$ cat config.mk
export PLATFORM = sky130hd
export DESIGN_NAME = ddr_maint_sched_flat
export DESIGN_NICKNAME = d
export VERILOG_FILES = /design/src/rtl/ddr_maint_sched_if.sv /design/src/rtl/ddr_maint_sched.sv /design/src/flat_wrapper.sv
export SDC_FILE = /design/constraint.sdc
export NUM_CORES = 1
export LEC_CHECK = 0
export ABC_AREA = 1
export BUFFER_PORTS_ARGS = -buffer_cell sky130_fd_sc_hd__buf_2
export CELL_PAD_IN_SITES_DETAIL_PLACEMENT = 0
export CELL_PAD_IN_SITES_GLOBAL_PLACEMENT = 1
export CORE_MARGIN = 1.5
export CORE_UTILIZATION = 43
export DETAILED_ROUTE_END_ITERATION = 12
export HOLD_SLACK_MARGIN = 0.15
export PLACE_DENSITY = 0.79
export SLEW_MARGIN = 30
export SYNTH_ARGS = -nofsm -noshare
export SYNTH_HDL_FRONTEND = slang
export SYNTH_SLANG_ARGS = --single-unit
$ cat constraint.sdc
create_clock -name i_apb_clk -period 3 [get_ports i_apb_clk]
set_clock_uncertainty 0.1 [all_clocks]
set_input_delay 0.6 -clock i_apb_clk [delete_from_list [all_inputs] [get_ports i_apb_clk]]
set_output_delay 0.6 -clock i_apb_clk [all_outputs]
set_load 0.005 [all_outputs]
$ cat src/rtl/ddr_maint_sched_if.sv
// Maintenance handshake between the scheduler (master) and the DDR controller
// user interface (slave): level requests with pulse acks and a self-refresh status.
interface ddr_maint_sched_if;
  logic o_ref_req;
  logic i_ref_ack;
  logic o_zq_req;
  logic i_zq_ack;
  logic o_sr_req;
  logic i_sr_active;

  modport master (
    output o_ref_req, o_zq_req, o_sr_req,
    input  i_ref_ack, i_zq_ack, i_sr_active
  );

  modport slave (
    input  o_ref_req, o_zq_req, o_sr_req,
    output i_ref_ack, i_zq_ack, i_sr_active
  );
endinterface

$ cat src/rtl/ddr_maint_sched.sv
// DDR maintenance scheduler: periodic refresh and ZQ requests with postponed
// refresh credits, plus software-driven self-refresh entry/exit.
module ddr_maint_sched #(
  parameter int unsigned ack_timeout = 255,
  parameter int unsigned max_pending = 8
) (
  input  logic                     i_apb_clk,
  input  logic                     i_apb_nrst,
  ddr_maint_sched_if.master        ctrl,
  input  logic                     i_enable,
  input  logic                     i_init_calib_done,
  input  logic [15:0]              i_ref_period,
  input  logic [23:0]              i_zq_period,
  input  logic                     i_sr_enter,
  output logic                     o_busy,
  output logic [3:0]               o_ref_pending,
  output logic                     o_ack_timeout,
  output logic                     o_ref_overflow,
  output logic [31:0]              o_ref_count
);

  typedef enum logic [2:0] {
    S_IDLE, S_REF, S_ZQ, S_SR_ENTER, S_SR_ACTIVE, S_SR_EXIT
  } state_t;

  localparam int unsigned        WAIT_W    = $clog2(ack_timeout + 1);
  localparam logic [WAIT_W-1:0]  WAIT_LAST = WAIT_W'(ack_timeout - 1);
  localparam logic [3:0]         PEND_MAX  = 4'(max_pending);

  state_t              state, state_d;
  logic [15:0]         ref_cnt;
  logic [23:0]         zq_cnt;
  logic [3:0]          pending;
  logic                zq_pending;
  logic [WAIT_W-1:0]   wait_cnt;
  logic                ref_req_q, zq_req_q, sr_req_q;
  logic                ref_req_d, zq_req_d;
  logic                in_sr, run, idle_clear, timer_reload;
  logic                ref_tick, zq_tick, ref_done, zq_done, req_high, req_timeout, sr_exit_done;

  assign in_sr        = state inside {S_SR_ENTER, S_SR_ACTIVE, S_SR_EXIT};
  assign run          = i_enable & i_init_calib_done & ~in_sr;
  assign idle_clear   = ~run & (state == S_IDLE);
  assign sr_exit_done = (state == S_SR_EXIT) & ~ctrl.i_sr_active;
  assign timer_reload = idle_clear | sr_exit_done;

  // Timers count up from 0 and tick on reaching period-1: same cadence as a
  // down-counter loaded with period-1, but with a constant reset value.
  assign ref_tick = run & (i_ref_period != 16'd0) & (ref_cnt >= i_ref_period - 16'd1);
  assign zq_tick  = run & (i_zq_period  != 24'd0) & (zq_cnt  >= i_zq_period  - 24'd1);

  // An ack only counts while its request is actually on the wire.
  assign ref_done    = (state == S_REF) & ref_req_q & ctrl.i_ref_ack;
  assign zq_done     = (state == S_ZQ)  & zq_req_q  & ctrl.i_zq_ack;
  assign req_high    = ref_req_q | zq_req_q;
  assign req_timeout = req_high & (wait_cnt == WAIT_LAST);

  always_comb begin
    // NOTE: every signal gets a default before the case so no path leaves it unassigned (no latch).
    state_d   = state;
    ref_req_d = 1'b0;
    zq_req_d  = 1'b0;
    unique case (state)
      S_IDLE: begin
        if (run && pending != 4'd0)                          state_d = S_REF;
        else if (run && zq_pending)                          state_d = S_ZQ;
        else if (i_sr_enter && i_enable && i_init_calib_done) state_d = S_SR_ENTER;
      end
      S_REF: begin
        if (ref_done || req_timeout) state_d = S_IDLE;
        else                         ref_req_d = 1'b1;
      end
      S_ZQ: begin
        if (zq_done || req_timeout) state_d = S_IDLE;
        else                        zq_req_d = 1'b1;
      end
      S_SR_ENTER: begin
        if (!i_sr_enter)            state_d = S_SR_EXIT;
        else if (ctrl.i_sr_active)  state_d = S_SR_ACTIVE;
      end
      S_SR_ACTIVE: if (!i_sr_enter)        state_d = S_SR_EXIT;
      S_SR_EXIT:   if (!ctrl.i_sr_active)  state_d = S_IDLE;
      default:                             state_d = S_IDLE;
    endcase
  end

  // NOTE: sequential state uses non-blocking assignments so every register samples pre-edge values.
  always_ff @(posedge i_apb_clk or negedge i_apb_nrst) begin
    if (!i_apb_nrst) begin
      state     <= S_IDLE;
      ref_req_q <= 1'b0;
      zq_req_q  <= 1'b0;
      sr_req_q  <= 1'b0;
      o_busy    <= 1'b0;
      wait_cnt  <= '0;
    end else begin
      state     <= state_d;
      ref_req_q <= ref_req_d;
      zq_req_q  <= zq_req_d;
      sr_req_q  <= state_d inside {S_SR_ENTER, S_SR_ACTIVE};
      o_busy    <= state_d != S_IDLE;
      // Counts cycles the current request has been high; 0 on its first high cycle.
      wait_cnt  <= (req_high && (ref_req_d || zq_req_d)) ? wait_cnt + WAIT_W'(1) : '0;
    end
  end

  always_ff @(posedge i_apb_clk or negedge i_apb_nrst) begin
    if (!i_apb_nrst) begin
      ref_cnt <= '0;
      zq_cnt  <= '0;
    end else if (timer_reload) begin
      ref_cnt <= '0;
      zq_cnt  <= '0;
    end else if (run) begin
      if (i_ref_period != 16'd0) ref_cnt <= ref_tick ? 16'd0 : ref_cnt + 16'd1;
      if (i_zq_period  != 24'd0) zq_cnt  <= zq_tick  ? 24'd0 : zq_cnt  + 24'd1;
    end
  end

  always_ff @(posedge i_apb_clk or negedge i_apb_nrst) begin
    if (!i_apb_nrst) begin
      pending        <= '0;
      zq_pending     <= 1'b0;
      o_ack_timeout  <= 1'b0;
      o_ref_overflow <= 1'b0;
      o_ref_count    <= '0;
    end else begin
      if (idle_clear)                      pending <= '0;
      else if (ref_tick && !ref_done) begin
        if (pending != PEND_MAX)           pending <= pending + 4'd1;
        else                               o_ref_overflow <= 1'b1;
      end else if (ref_done && !ref_tick)  pending <= pending - 4'd1;

      // A fresh tick coinciding with an ack starts a new interval, so set wins.
      if (idle_clear)    zq_pending <= 1'b0;
      else if (zq_tick)  zq_pending <= 1'b1;
      else if (zq_done)  zq_pending <= 1'b0;

      if (req_timeout && !ref_done && !zq_done) o_ack_timeout <= 1'b1;
      if (ref_done) o_ref_count <= o_ref_count + 32'd1;
    end
  end

  assign ctrl.o_ref_req = ref_req_q;
  assign ctrl.o_zq_req  = zq_req_q;
  assign ctrl.o_sr_req  = sr_req_q;
  assign o_ref_pending  = pending;

endmodule
$ cat src/flat_wrapper.sv
// flat-port wrapper written by rule: the top's interface ports become plain ports
module ddr_maint_sched_flat 
#(
  parameter int unsigned ack_timeout = 255,
  parameter int unsigned max_pending = 8
)
  (i_apb_clk, i_apb_nrst, i_enable, i_init_calib_done, i_ref_period, i_zq_period, i_sr_enter, o_busy, o_ref_pending, o_ack_timeout, o_ref_overflow, o_ref_count, ctrl_o_ref_req, ctrl_o_zq_req, ctrl_o_sr_req, ctrl_i_ref_ack, ctrl_i_zq_ack, ctrl_i_sr_active);
  ddr_maint_sched_if ctrl_i ();
  input  logic i_apb_clk;
  input  logic i_apb_nrst;
  input  logic i_enable;
  input  logic i_init_calib_done;
  input  logic [15:0] i_ref_period;
  input  logic [23:0] i_zq_period;
  input  logic i_sr_enter;
  output logic o_busy;
  output logic [3:0] o_ref_pending;
  output logic o_ack_timeout;
  output logic o_ref_overflow;
  output logic [31:0] o_ref_count;
  output wire logic [$bits(ctrl_i.o_ref_req)-1:0] ctrl_o_ref_req;
  output wire logic [$bits(ctrl_i.o_zq_req)-1:0] ctrl_o_zq_req;
  output wire logic [$bits(ctrl_i.o_sr_req)-1:0] ctrl_o_sr_req;
  input wire logic [$bits(ctrl_i.i_ref_ack)-1:0] ctrl_i_ref_ack;
  input wire logic [$bits(ctrl_i.i_zq_ack)-1:0] ctrl_i_zq_ack;
  input wire logic [$bits(ctrl_i.i_sr_active)-1:0] ctrl_i_sr_active;
  assign ctrl_o_ref_req = ctrl_i.o_ref_req;
  assign ctrl_o_zq_req = ctrl_i.o_zq_req;
  assign ctrl_o_sr_req = ctrl_i.o_sr_req;
  assign ctrl_i.i_ref_ack = ctrl_i_ref_ack;
  assign ctrl_i.i_zq_ack = ctrl_i_zq_ack;
  assign ctrl_i.i_sr_active = ctrl_i_sr_active;
  ddr_maint_sched #(.ack_timeout(ack_timeout), .max_pending(max_pending)) u_core (.i_apb_clk(i_apb_clk), .i_apb_nrst(i_apb_nrst), .ctrl(ctrl_i), .i_enable(i_enable), .i_init_calib_done(i_init_calib_done), .i_ref_period(i_ref_period), .i_zq_period(i_zq_period), .i_sr_enter(i_sr_enter), .o_busy(o_busy), .o_ref_pending(o_ref_pending), .o_ack_timeout(o_ack_timeout), .o_ref_overflow(o_ref_overflow), .o_ref_count(o_ref_count));
endmodule
### After elaboration in Yosys (flattened, before gate mapping)

Cells that the tools add are included.

| cells by class | value |
|---|---|
| $add $sub $neg | 8 |
| bitwise logic cells | 20 |
| muxes and demuxes | 30 |
| eq/ne operators | 10 |
| reduce and logical (&&, ||, !) cells | 31 |
| magnitude comparators | 2 |

Operator list:

| cell | number |
|---|---|
| 24-bit two-way mux | 4 |
| 16-bit two-way mux | 4 |
| 32-bit by 1-bit adder with 32-bit output (second input constant) | 1 |
| 3-bit two-way mux | 9 |
| 24-bit by 1-bit adder with 24-bit output (second input constant) | 1 |
| 24-bit greater-or-equal comparator | 1 |
| 24-bit nonzero test | 1 |
| 24-bit by 1-bit subtractor with 24-bit output (second input constant) | 1 |
| 3-bit case mux with 6 select lines | 1 |
| 16-bit by 1-bit adder with 16-bit output (second input constant) | 1 |
| 16-bit greater-or-equal comparator | 1 |
| 4-bit two-way mux | 4 |
| 16-bit nonzero test | 1 |
| 16-bit by 1-bit subtractor with 16-bit output (second input constant) | 1 |
| 1-bit AND | 13 |
| 3-bit nonzero test | 4 |
| 3-bit by 2-bit == test with 1-bit output (second input constant) | 3 |
| 3-bit == test (second input constant) | 3 |
| 1-bit logical AND | 9 |
| 8-bit by 1-bit adder with 8-bit output (second input constant) | 1 |
| 8-bit == test (second input constant) | 1 |
| 8-bit two-way mux | 1 |
| 2-bit nonzero test | 4 |
| 1-bit two-way mux | 7 |
| 13 further kinds | 24 |

| storage, ports and cells | value |
|---|---|
| output and inout port bits | 42 |
| register bits | 94 |
| input bits | 48 |
| word-level logic and storage cells | 114 |

### Longest topological paths before layout

Gate-level depths: netlist of run 1.

| depth | value |
|---|---|
| depth after elaboration | 11 |
| mapped depth | 25 |
| mapped depth without buffers | 25 |

### Worst setup path before layout of run 1

Ideal clock, no wire load.

| timing | value |
|---|---|
| path type | input port to flip-flop |
| start | input port i_ref_period[0] |
| end | register u_core.pending[3] (netlist: u_core.o_ref_pending[3]) |
| stages on the path | 22 |
| data required time | 2.775 ns |
| data arrival time | 3.492 ns |
| buffers on the path | 0 |
| path slack | -0.717 ns |
| library setup time | 0.125 ns |
| cell sequence | inv_1 -> ha_1 -> nand3_1 -> nor2_1 -> nand2_1 -> nor3_1 -> xor2_1 -> inv_1 -> ha_1 -> nand2_1 -> nor3_1 -> nand3_1 -> nand3_1 -> nand2_2 -> inv_1 -> ha_1 -> inv_1 -> ha_1 -> a21oi_1 -> nand2_1 -> xnor2_1 -> a21oi_1 |

| between the ends | value |
|---|---|
| longest elaborated chain between the ends | 7 |
| elaborated cells on any way between the ends | 13 |
| classes of those cells | add/sub: 1; order compare: 1; eq/ne: 1; mux: 2; bitwise: 2; reduce/logical: 6 |

RTL lines:

| item | line | text |
|---|---|---|
| from (decl) | flat_wrapper.sv:13 | `input logic [15:0] i_ref_period;` |
| 16-bit by 1-bit subtractor with 16-bit output or 16-bit nonzero test (tied branches) | ddr_maint_sched.sv:49 | `assign ref_tick = run & (i_ref_period != 16'd0) & (ref_cnt >= i_ref_period - 16'd1);` |
| 16-bit greater-or-equal comparator or 1-bit AND (tied branches) | ddr_maint_sched.sv:49 |  |
| 1-bit AND * | ddr_maint_sched.sv:49 |  |
| 1-bit logical NOT | ddr_maint_sched.sv:132 | `end else if (ref_done && !ref_tick) pending <= pending - 4'd1;` |
| 1-bit logical AND | ddr_maint_sched.sv:132 |  |
| 3-bit nonzero test (no line) | - |  |
| 2-bit AND reduction (no line) | - |  |
| to (signal assigned) | ddr_maint_sched.sv:130 | `if (pending != PEND_MAX) pending <= pending + 4'd1;` |
| to (signal assigned) | ddr_maint_sched.sv:132 |  |
| to (decl) | ddr_maint_sched.sv:33 | `logic [3:0] pending;` |

Mark *: on every way between the ends. The rest lies on a longest branch, timed or not.
A chain may end at the register's enable or synchronous reset.

### Final worst setup path of run 1

| timing | value |
|---|---|
| start | input port i_ref_period[0] |
| end | register u_core.pending[2] (netlist: u_core.o_ref_pending[2]) |

Same word-level chain as after synthesis.

==> results of run 1 <==
## sequential cells by signal, summed over array words and instances (netlist names)
| name | flops |
|---|---|
| u_core.o_ack_timeout | 1 |
| u_core.zq_cnt | 24 |
| u_core.ctrl.o_sr_req | 1 |
| u_core.state | 3 |
| u_core.wait_cnt | 8 |
| u_core.ctrl.o_zq_req | 1 |
| u_core.ctrl.o_ref_req | 1 |
| u_core.zq_pending | 1 |
| u_core.ref_cnt | 16 |
| u_core.o_ref_pending | 4 |
| u_core.o_ref_count | 32 |
| u_core.o_ref_overflow | 1 |
| u_core.o_busy | 1 |
## kinds of logic after synthesis
group,Yosys count,synth area share (%)
AND/OR/NAND/NOR,619,36.9
buffers and inverters,153,8.33
flip-flops,94,32.2
XOR/XNOR,81,9.70
adder cells (fa/ha/maj),52,9.00
AO/OA/AOI/OAI,50,3.87
## per-layer routing
metal	vias up	wire length (microns)	global-route usage, %
met2	109	8630	34.8
li1	3668	-	-
met5	-	0	0
met3	11	564	2.82
met1	3181	9470	31.0
met4	0	149	3.99
## layout make-up
| type | instances | area share (%) |
|---|---|---|
| clock buffers | 11 | 2.55 |
| multi-input cells | 802 | 50.8 |
| inverters | 145 | 5.85 |
| clock inverters | 4 | 0.499 |
| flip-flops and latches | 94 | 24.7 |
| repair buffers | 175 | 12.7 |
| well taps | 220 | 2.89 |
## power by group through the flow
stage / combinational, mW / sequential [mW] / clock [mW]
final: 1.64 / 1.58 / 1.15
after global routing: 1.84 / 1.61 / 1.23
after CTS: 1.52 / 1.58 / 1.18
after detailed placement: 1.50 / 1.60 / 0
after global placement: 1.48 / 1.60 / 0
after floorplan: 1.01 / 1.57 / 0
## per-stage QoR
step | total power, mW | std cells | setup TNS (ns) | instance area, sq um | setup WS (ns)
6_report | 4.37 | 1451 | -1.18 | 9530 | -0.363
4_1_cts | 4.28 | 1444 | -0.802 | 9110 | -0.194
3_3_place_gp | 3.08 | 1419 | -13.80 | 8680 | -0.623
5_1_grt | 4.68 | 1451 | -2.84 | 9530 | -0.513
2_1_floorplan | 2.58 | 1049 | -1.02 | 7470 | -0.368
3_5_place_dp | 3.10 | 1419 | -14.73 | 8680 | -0.696
## critical path, stage by stage
cell and delay (ns):
buf_8 0.10, inv_6 0.05, ha_4 0.14, nand3_4 0.09, buf_4 0.16, nor3_4 0.17, xor2_1 0.17, inv_1 0.07
ha_1 0.30, nand2_4 0.09, o21bai_1 0.10, nand2_1 0.07, a21oi_2 0.17, nand3_2 0.11, nand2_2 0.10, inv_2 0.05
ha_4 0.17, buf_4 0.14, fa_2 0.33, xnor2_1 0.16, o21ai_1 0.07, a21oi_1 0.11
## timing repair
action / CTS / global route
buffers inserted: 10 / 11
gates cloned: 0 / 1
hold buffers: 0 / 0
gates resized for setup: 17 / 90
pin swaps: 23 / 45
endpoints found under the setup margin: 29 / 32
## cells in the mapped netlist, types with 2 or more instances
library cell / number
dfrtp_1: 94
xor2_1: 51
o21ai_0: 14
a21o_1: 2
xnor2_1: 30
nand4_1: 31
nor3_1: 31
nand2_1: 292
buf_6: 3
nand2_2: 8
ha_1: 51
nand3_1: 63
or2_2: 2
nor2_2: 4
a21oi_1: 25
and3_1: 2
nand2_4: 2
nor4_1: 5
inv_1: 140
nand3b_1: 4
buf_4: 2
inv_2: 4
nor2_1: 163
nor2_4: 4
buf_2: 2
o21bai_1: 5
nor3_2: 3
## cell usage in the layout, fill, tap and decap left out, types with 2 or more instances in the layout
cell type	n
and3_1	2
nand3_1	55
a21oi_2	6
nand2_4	7
nor3_4	2
nor2_4	28
o21ai_0	12
dfrtp_1	94
nand3_2	6
buf_12	3
inv_4	3
buf_4	82
inv_2	12
buf_8	3
clkinv_2	2
xnor2_1	30
nor2_1	130
or2_2	2
nand3b_1	4
ha_1	44
nor3_2	7
xor2_1	50
ha_4	7
nor4_1	4
o21ai_1	2
o21bai_1	5
clkbuf_16	10
buf_6	6
a21o_1	2
nand2_2	14
buf_2	80
nand2_1	281
nor3_1	26
inv_1	129
nor2_2	13
nand3_4	4
nand4_1	31
a21oi_1	20
## path summary, 6_finish.rpt
kind	depth (start not counted)	to	slack, ns	startpoint
setup / recovery	22	u_core.o_ref_pending[2]	-0.36	i_ref_period[0]
hold / removal	2	u_core.ctrl.o_sr_req	0.18	i_apb_nrst
setup reg to reg	15	u_core.o_ref_pending[2]	0.34	u_core.ref_cnt[5]
hold reg to reg	1	u_core.o_ack_timeout	0.40	u_core.o_ack_timeout
max in group asynchronous	2	u_core.o_ref_pending[0]	2.20	i_apb_nrst
min in group i_apb_clk	1	u_core.o_ack_timeout	0.40	u_core.o_ack_timeout
==> out/metrics.cfg, run 1 <==
[yosys]
synth-seq-area-share_pct = 32.2
synth_area_leaders = dfrtp_1 (32%), nand2_1 (15%), ha_1 (8.7%)
synthArstFlopShare_pct = 100
ys_ff_latch = 94
ys.flop_type = dfrtp_1
ys_warn_count = 0
synth.distinct_cells = 39
syn_avg_cell_area_sq_um = 6.97
synthCells = 1049
synth_top_area_share_pct = 32.2
synthesis.nets = 1149
netlist_area_sq_um = 7310
synth_top_area_cell = dfrtp_1
synth_edf_count = 0

[drt]
antenna_left = 0
vias = 6969
wl_per_cell_microns = 13.0
viasPerCell = 4.80
postRouteWirelength_microns = 18800
drtIter0Drc = 323
drc = 0
firstDrtPassIters = 5

[floorplanning]
initial_core_util_pct = 44.1
die_w_microns = 133
dieArea_sq_um = 17800
rows = 47
ios = 90
dieHeight_microns = 133
core_area_sq_um = 16600

[clock_tree]
cts_buffer_depth = 2
clk_pin_slew_ns = 0.07
htreeDepth = 3
clock_latency_ns = 0.34
cts_made_buffers = 9
cts_tree = yes
root_buffer = clkbuf_16
cts.sinks = 94

[placement]
dp_hpwl_microns = 14300
place.gp.congestion = 0.866
io_buffers = 89

[power_and_ir_drop]
power_per_cell_area_nw_per_um2 = 458
power.internal_mw = 2.70
leakagePower_nw = 4.90
ir_worst_vdd_mv = 0.286
switching_share_pct = 38.2
power_switching_mw = 1.67
pwr-share-seq_pct = 36.2
p_comb_share_pct = 37.5
p_clk_share_pct = 26.3

[worst_setup_path]
endpoint_kind = flip-flop
cp.arrival_ns = 3.53
worstPathMaxFanout = 3
start_kind = input port
critPathKind = in2reg
cp.required_ns = 3.17

[finish]
antenna_cells = 0
fill_cells = 1635
multiInputGateArea_sq_um = 4840
area_growth_pct = 30.2
final_core_util_pct = 57.4
nets = 1327
final_layout_size_suffix_gt1_share_pct = 24.9
seqCellArea_sq_um = 2350

[global_routing]
track_usage_pct = 21.5
antenna_found_initial = 0
grt_pass1_vias = 6622
grt_max_degree = 95
grt_pass1_wl_microns = 31400
overflow = 0

[sta]
relSlewSlack_pct = 65.7
worst_pin_slew_ns = 0.510
period_minus_slack_ns = 3.36
hold_viol_final = 0
setup_ws_ns = -0.363
grt_setup_unrepaired = true
fin_crit_sh_pct = 112
hold_ws_ns = 0.183
maxSlewViolCount = 0
clock.fmax_mhz = 297
setup_viol = 5

[outcome]
status = complete, but fails checks
failed_checks = negative setup slack

[worst_hold_path]
min_path_type = in2async

[run]
maxCapViolCount = 0

(Power assumes the default switching activity.)
==> inputs of run 2 (changes only) <==
--- a/config.mk
+++ b/config.mk
@@ -14,6 +14,7 @@
 export DETAILED_ROUTE_END_ITERATION = 12
 export HOLD_SLACK_MARGIN = 0.15
 export PLACE_DENSITY = 0.79
+export SKIP_LAST_GASP = 1
 export SLEW_MARGIN = 30
 export SYNTH_ARGS = -nofsm -noshare
 export SYNTH_HDL_FRONTEND = slang
==> run 2 against run 1 <==
Against the previous run: the flow still finishes with violations (negative setup slack); sequential cell count stayed put; non-clock buffer count stayed put; register-to-register slack hardly changed; critical endpoint unchanged; highest routed layer unchanged.
==> out/metrics.cfg, run 2 (synthesized netlist as in run 1, its figures left out) <==
[finish]
antenna_cells = 0  ; unchanged
multiInputGateArea_sq_um = 4840  ; unchanged
fill_cells = 1635  ; unchanged
mostFrequentLayoutCells = nand2_1 (281), nor2_1 (130), inv_1 (129), dfrtp_1 (94), buf_4 (82)
final_core_util_pct = 57.4  ; unchanged
largest_reg_flops = 32  ; unchanged
area_growth_pct = 30.2  ; unchanged
mostFrequentLayoutCell = nand2_1
final_layout_size_suffix_gt1_share_pct = 24.9  ; unchanged
largest-register = u_core.o_ref_count
seqCellArea_sq_um = 2350  ; unchanged
nets = 1327  ; unchanged
reg_top3 = u_core.o_ref_count x32, u_core.zq_cnt x24, u_core.ref_cnt x16

[clock_tree]
cts_buffer_depth = 2  ; unchanged
htreeDepth = 3  ; unchanged
cts_tree = yes
clk_pin_slew_ns = 0.07  ; about the same
cts.sinks = 94  ; unchanged
clock_latency_ns = 0.34  ; about the same
cts_made_buffers = 9  ; unchanged
root_buffer = clkbuf_16

[placement]
dp_hpwl_microns = 14300  ; unchanged
place.gp.congestion = 0.866  ; unchanged
io_buffers = 89  ; unchanged

[sta]
setup_viol = 5  ; unchanged
setup_ws_ns = -0.363  ; unchanged
worst_pin_slew_ns = 0.510  ; unchanged
fin_crit_sh_pct = 112  ; unchanged
clock.fmax_mhz = 297  ; unchanged
maxSlewViolCount = 0  ; unchanged
period_minus_slack_ns = 3.36  ; unchanged
hold_viol_final = 0  ; unchanged
timing.setup.tns_ns = -1.18  ; unchanged
relSlewSlack_pct = 65.7  ; unchanged
grt_setup_unrepaired = true

[power_and_ir_drop]
leakagePower_nw = 4.90  ; unchanged
power_per_cell_area_nw_per_um2 = 458  ; about the same
ir_worst_vdd_mv = 0.286  ; unchanged

[floorplanning]
ios = 90  ; unchanged
core_area_sq_um = 16600  ; unchanged
rows = 47  ; unchanged
die_w_microns = 133  ; unchanged
initial_core_util_pct = 44.1  ; unchanged
dieHeight_microns = 133  ; unchanged
dieArea_sq_um = 17800  ; unchanged

[drt]
antenna_left = 0  ; unchanged
drtIter0Drc = 323  ; unchanged
vias = 6967  ; -0.029%
postRouteWirelength_microns = 18800  ; about the same
firstDrtPassIters = 5  ; unchanged
viasPerCell = 4.80  ; about the same
drc = 0  ; unchanged
wl_per_cell_microns = 13.0  ; about the same

[worst_setup_path]
timing.rr.start = u_core.ref_cnt[5]
crit_start = i_ref_period[0]
worstPathMaxFanout = 3  ; unchanged
cp.arrival_ns = 3.53  ; about the same
reg2reg_slack_ns = 0.34  ; about the same
cp.required_ns = 3.17  ; about the same
setup.worst_path.end = u_core.o_ref_pending[2]
start_kind = input port
critPathKind = in2reg
ff2ff_path_depth = 15  ; unchanged
r2r-end = u_core.o_ref_pending[2]
endpoint_kind = flip-flop

[global_routing]
overflow = 0  ; unchanged
grt_pass1_vias = 6622  ; unchanged
track_usage_pct = 21.5  ; unchanged
antenna_found_initial = 0  ; unchanged
grt_max_degree = 95  ; unchanged
grt_pass1_wl_microns = 31400  ; unchanged

[worst_hold_path]
min_path_type = in2async

[outcome]
status = complete, but fails checks
failed_checks = negative setup slack

[run]
maxCapViolCount = 0  ; unchanged

[run 2: stage by stage]
step	hold slack, ns	power, mW	area, sq um	std cells	setup WS, ns
global placement	0.379	3.08	8680	1419	-0.623
global route	0.241	4.68	9530	1451	-0.513
detailed placement	0.378	3.10	8680	1419	-0.696
finish	0.183	4.37	9530	1451	-0.363
floorplan	0.204	2.58	7470	1049	-0.368
CTS	0.229	4.28	9110	1444	-0.194
[run 2: repair_timing]
action,4_1_cts,5_1_grt
pin swaps,23,45
gates resized for setup,17,90
gates cloned,0,1
hold buffers,0,0
setup buffers,10,11
endpoints found under the setup margin,29,32
[run 2: worst min-delay path by stage]
stage	startpoint	to	slack, ns	cells after the start
floorplan	i_apb_nrst	u_core.ctrl.o_ref_req	0.20	0
global placement	u_core.wait_cnt[0]	u_core.wait_cnt[0]	0.38	1
detailed placement	u_core.o_ack_timeout	u_core.o_ack_timeout	0.38	1
CTS	i_apb_nrst	u_core.o_ref_pending[1]	0.23	2
global route	i_apb_nrst	u_core.state[2]	0.24	2
finish	i_apb_nrst	u_core.ctrl.o_sr_req	0.18	2
[run 2: report_power, final]
| part | switching [mW] | total [mW] | internal (mW) |
|---|---|---|---|
| logic | 1.01 | 1.64 | 0.623 |
| registers | 0.171 | 1.58 | 1.41 |
| clock network | 0.484 | 1.15 | 0.662 |
[run 2: final cells by class]
cell class / count / share of cell area, %
clock inverters: 4 / 0.499
flip-flops and latches: 94 / 24.7
inverters: 145 / 5.85
repair buffers: 175 / 12.7
clock buffers: 11 / 2.55
well taps: 220 / 2.89
multi-input cells: 802 / 50.8
[run 2: layer usage]
layer	track usage [%]	routed length [microns]
met5	0	0
met4	3.99	149
met3	2.82	564
met2	34.8	8630
met1	31.0	9470
[run 2: critical path, stage by stage]
cell      delay, ns
buf_8          0.10
inv_6          0.05
ha_4           0.14
nand3_4        0.09
buf_4          0.16
nor3_4         0.17
xor2_1         0.17
inv_1          0.07
ha_1           0.30
nand2_4        0.09
o21bai_1       0.10
nand2_1        0.07
a21oi_2        0.17
nand3_2        0.11
nand2_2        0.10
inv_2          0.05
ha_4           0.17
buf_4          0.14
fa_2           0.33
xnor2_1        0.16
o21ai_1        0.07
a21oi_1        0.11
==> inputs of run 3 (changes only) <==
--- a/config.mk
+++ b/config.mk
@@ -13,7 +13,7 @@
 export CORE_UTILIZATION = 43
 export DETAILED_ROUTE_END_ITERATION = 12
 export HOLD_SLACK_MARGIN = 0.15
-export PLACE_DENSITY = 0.79
+export PLACE_DENSITY_LB_ADDON = 0.1
 export SKIP_LAST_GASP = 1
 export SLEW_MARGIN = 30
 export SYNTH_ARGS = -nofsm -noshare
==> run 3 against run 2 <==
Against the previous run: highest routed layer unchanged; core utilization is 1.3 points lower; the flow still finishes with violations (negative setup slack); non-clock buffer count down 6; cell area fell by 2.3%; final cell count shrank 0.41%; clock power shrank 7%; largest cell class unchanged; critical path depth increased by 2; hold slack improved by 0.21 ns; via count shrank 0.75%; sequential cell count is the same; die area unchanged; sequential power about the same; sequential share of layout area rose by 0.58 points.
==> out/metrics.cfg, run 3 (synthesized netlist as in run 1, its figures left out) <==
[sta]
relSlewSlack_pct = 62.3  ; -3.4 points
hold_viol_final = 0  ; unchanged
fin_crit_sh_pct = 108  ; -4.1 points
setup_viol = 5  ; unchanged
clock.fmax_mhz = 309  ; +3.8%
maxSlewViolCount = 0  ; unchanged
setup_ws_ns = -0.239  ; +0.124 ns
period_minus_slack_ns = 3.24  ; -0.124 ns
worst_pin_slew_ns = 0.561  ; +0.0510 ns
grt_setup_unrepaired = true

[global_routing]
overflow = 0  ; unchanged
antenna_found_initial = 0  ; unchanged
met2_usage_pct = 34.7  ; -0.12 points
met1_usage_pct = 30.1  ; -0.90 points
grt_max_degree = 63  ; -34%
top_usage_layer = met2
grt_pass1_wl_microns = 30600  ; -2.5%
use_met3_pct = 2.44  ; -0.38 points
grt_pass1_vias = 6525  ; -1.5%
track_usage_pct = 21.2  ; -0.28 points

[finish]
final_cells = 1445  ; -0.41%
largest_reg_flops = 32  ; unchanged
reg_top3 = u_core.o_ref_count x32, u_core.zq_cnt x24, u_core.ref_cnt x16
final_core_util_pct = 56.1  ; -1.3 points
mostFrequentLayoutCells = nand2_1 (280), nor2_1 (151), inv_1 (132), dfrtp_1 (94), buf_2 (85)
antenna_cells = 0  ; unchanged
mostFrequentLayoutCell = nand2_1
final_layout_size_suffix_gt1_share_pct = 22.8  ; -2.2 points
largest-register = u_core.o_ref_count
area_growth_pct = 27.3
nets = 1321  ; -0.45%

[drt]
firstDrtPassIters = 4  ; -1
postRouteWirelength_microns = 18200  ; -3.2%
drtIter0Drc = 308  ; -4.6%
vias = 6915  ; -0.75%
antenna_left = 0  ; unchanged
wl_per_cell_microns = 12.6  ; -2.8%
drc = 0  ; unchanged
viasPerCell = 4.79  ; -0.33%

[worst_hold_path]
hold_depth = 1
min_path_type = reg2reg
hold_path_startpoint = u_core.wait_cnt[0]
hold_end = u_core.wait_cnt[0]

[clock_tree]
clk_pin_slew_ns = 0.07  ; about the same
cts_made_buffers = 9  ; unchanged
root_buffer = clkbuf_16
clock_latency_ns = 0.35  ; about the same
cts_buffer_depth = 2  ; unchanged
cts.sinks = 94  ; unchanged
cts_tree = yes
htreeDepth = 3  ; unchanged

[outcome]
status = complete, but fails checks
failed_checks = negative setup slack

[floorplanning]
core_area_sq_um = 16600  ; unchanged
dieArea_sq_um = 17800  ; unchanged
ios = 90  ; unchanged
dieHeight_microns = 133  ; unchanged
rows = 47  ; unchanged
die_w_microns = 133  ; unchanged
initial_core_util_pct = 44.1  ; unchanged

[run]
maxCapViolCount = 0  ; unchanged

[placement]
place.gp.congestion = 0.825  ; -4.7%
io_buffers = 89  ; unchanged
dp_hpwl_microns = 14300  ; +0.20%
dpl.cell_count = 1422  ; +0.21%

[power_and_ir_drop]
power_per_cell_area_nw_per_um2 = 453  ; -1.2%
ir_worst_vdd_mv = 0.359  ; +25%
leakagePower_nw = 4.85  ; -1.1%
power_mw = 4.21  ; -3.5%

[worst_setup_path]
crit_chain = buf_4, nor2_4, nand3_2, nor2_4, nand3_2, nor2_4, nand2_2, xor2_1, ha_1, nand2_1, inv_1, o21bai_1, nand2_1, a21oi_2, nand3_2, nand2_2, inv_2, ha_4, inv_4, ha_4, a21oi_2, nand2_1, xnor2_1, a21oi_1
endpoint_kind = flip-flop
crit_start = i_ref_period[5]
critPathMaxStageDelay_ns = 0.32  ; about the same
start_kind = input port
cp.required_ns = 3.13  ; -0.04 ns
critPathSlowestCell = ha_1
timing.rr.start = u_core.ref_cnt[5]
r2r-end = u_core.o_ref_pending[3]
ff2ff_path_depth = 16  ; +1
reg2reg_slack_ns = 0.46  ; +0.12 ns
cp.arrival_ns = 3.37  ; -0.16 ns
worstPathMaxFanout = 4  ; +1
critPathKind = in2reg

## run 3: cell types whose count changed in the layout (fill, tap and decap cells not counted), sizes merged
cell,delta
buf,-6
bufinv,-1
dlygate4sd3,+1
## run 3: what timing repair did
| action | in CTS | in global routing |
|---|---|---|
| hold endpoints to repair | 32 | 0 |
| hold buffers | 1 | 0 |
| setup buffers | 4 | 4 |
| pin swaps | 22 | 33 |
| setup endpoints to repair | 29 | 38 |
| resized for setup | 11 | 46 |
## run 3: worst max-delay path by stage
stage / slack [ns] / to / cells past startpoint
floorplan: -0.37 / u_core.o_ref_pending[3] / 22
global placement: -0.62 / u_core.o_ref_pending[3] / 23
detailed placement: -0.68 / u_core.o_ref_pending[3] / 23
CTS: -0.26 / u_core.o_ref_pending[3] / 23
global route: -0.48 / u_core.o_ref_pending[3] / 22
finish: -0.24 / u_core.o_ref_pending[3] / 24
## run 3: stage by stage
step                area [sq um]  setup TNS (ns)  worst slack [ns]  hold WS [ns]
detailed placement          8720          -14.00            -0.684         0.387
global route                9310           -1.91            -0.483         0.411
CTS                         9070          -0.664            -0.258         0.397
global placement            8720          -13.59            -0.621         0.375
finish                      9310          -0.760            -0.239         0.390
floorplan                   7470           -1.02            -0.368         0.204
## run 3: where the power goes
part	total, mW	internal [mW]	switching (mW)
logic	1.55	0.615	0.934
registers	1.59	1.41	0.183
clock network	1.07	0.581	0.489
## run 3: per-layer routing
| metal | vias up | share of wire [%] |
|---|---|---|
| li1 | 3670 | - |
| met1 | 3107 | 50 |
| met2 | 124 | 45 |
| met3 | 14 | 3.5 |
| met4 | 0 | 1.1 |
| met5 | - | 0 |
## run 3: cell type report
type,count,area (sq um)
well taps,220,275
flip-flops and latches,94,2350
multi-input cells,802,4730
inverters,145,557
clock inverters,3,21.3
fillers,1656,7280
repair buffers,169,1120
clock buffers,12,246
## run 3: worst max-delay path: cells and delay by family
family | cells | cell delay [ns]
adders and majority gates | 3 | 0.70
and+or+nand+nor | 11 | 1.05
AOI/OAI and AO/OA | 4 | 0.44
xor gates and xnor gates | 2 | 0.29
buffers and inverters | 4 | 0.29
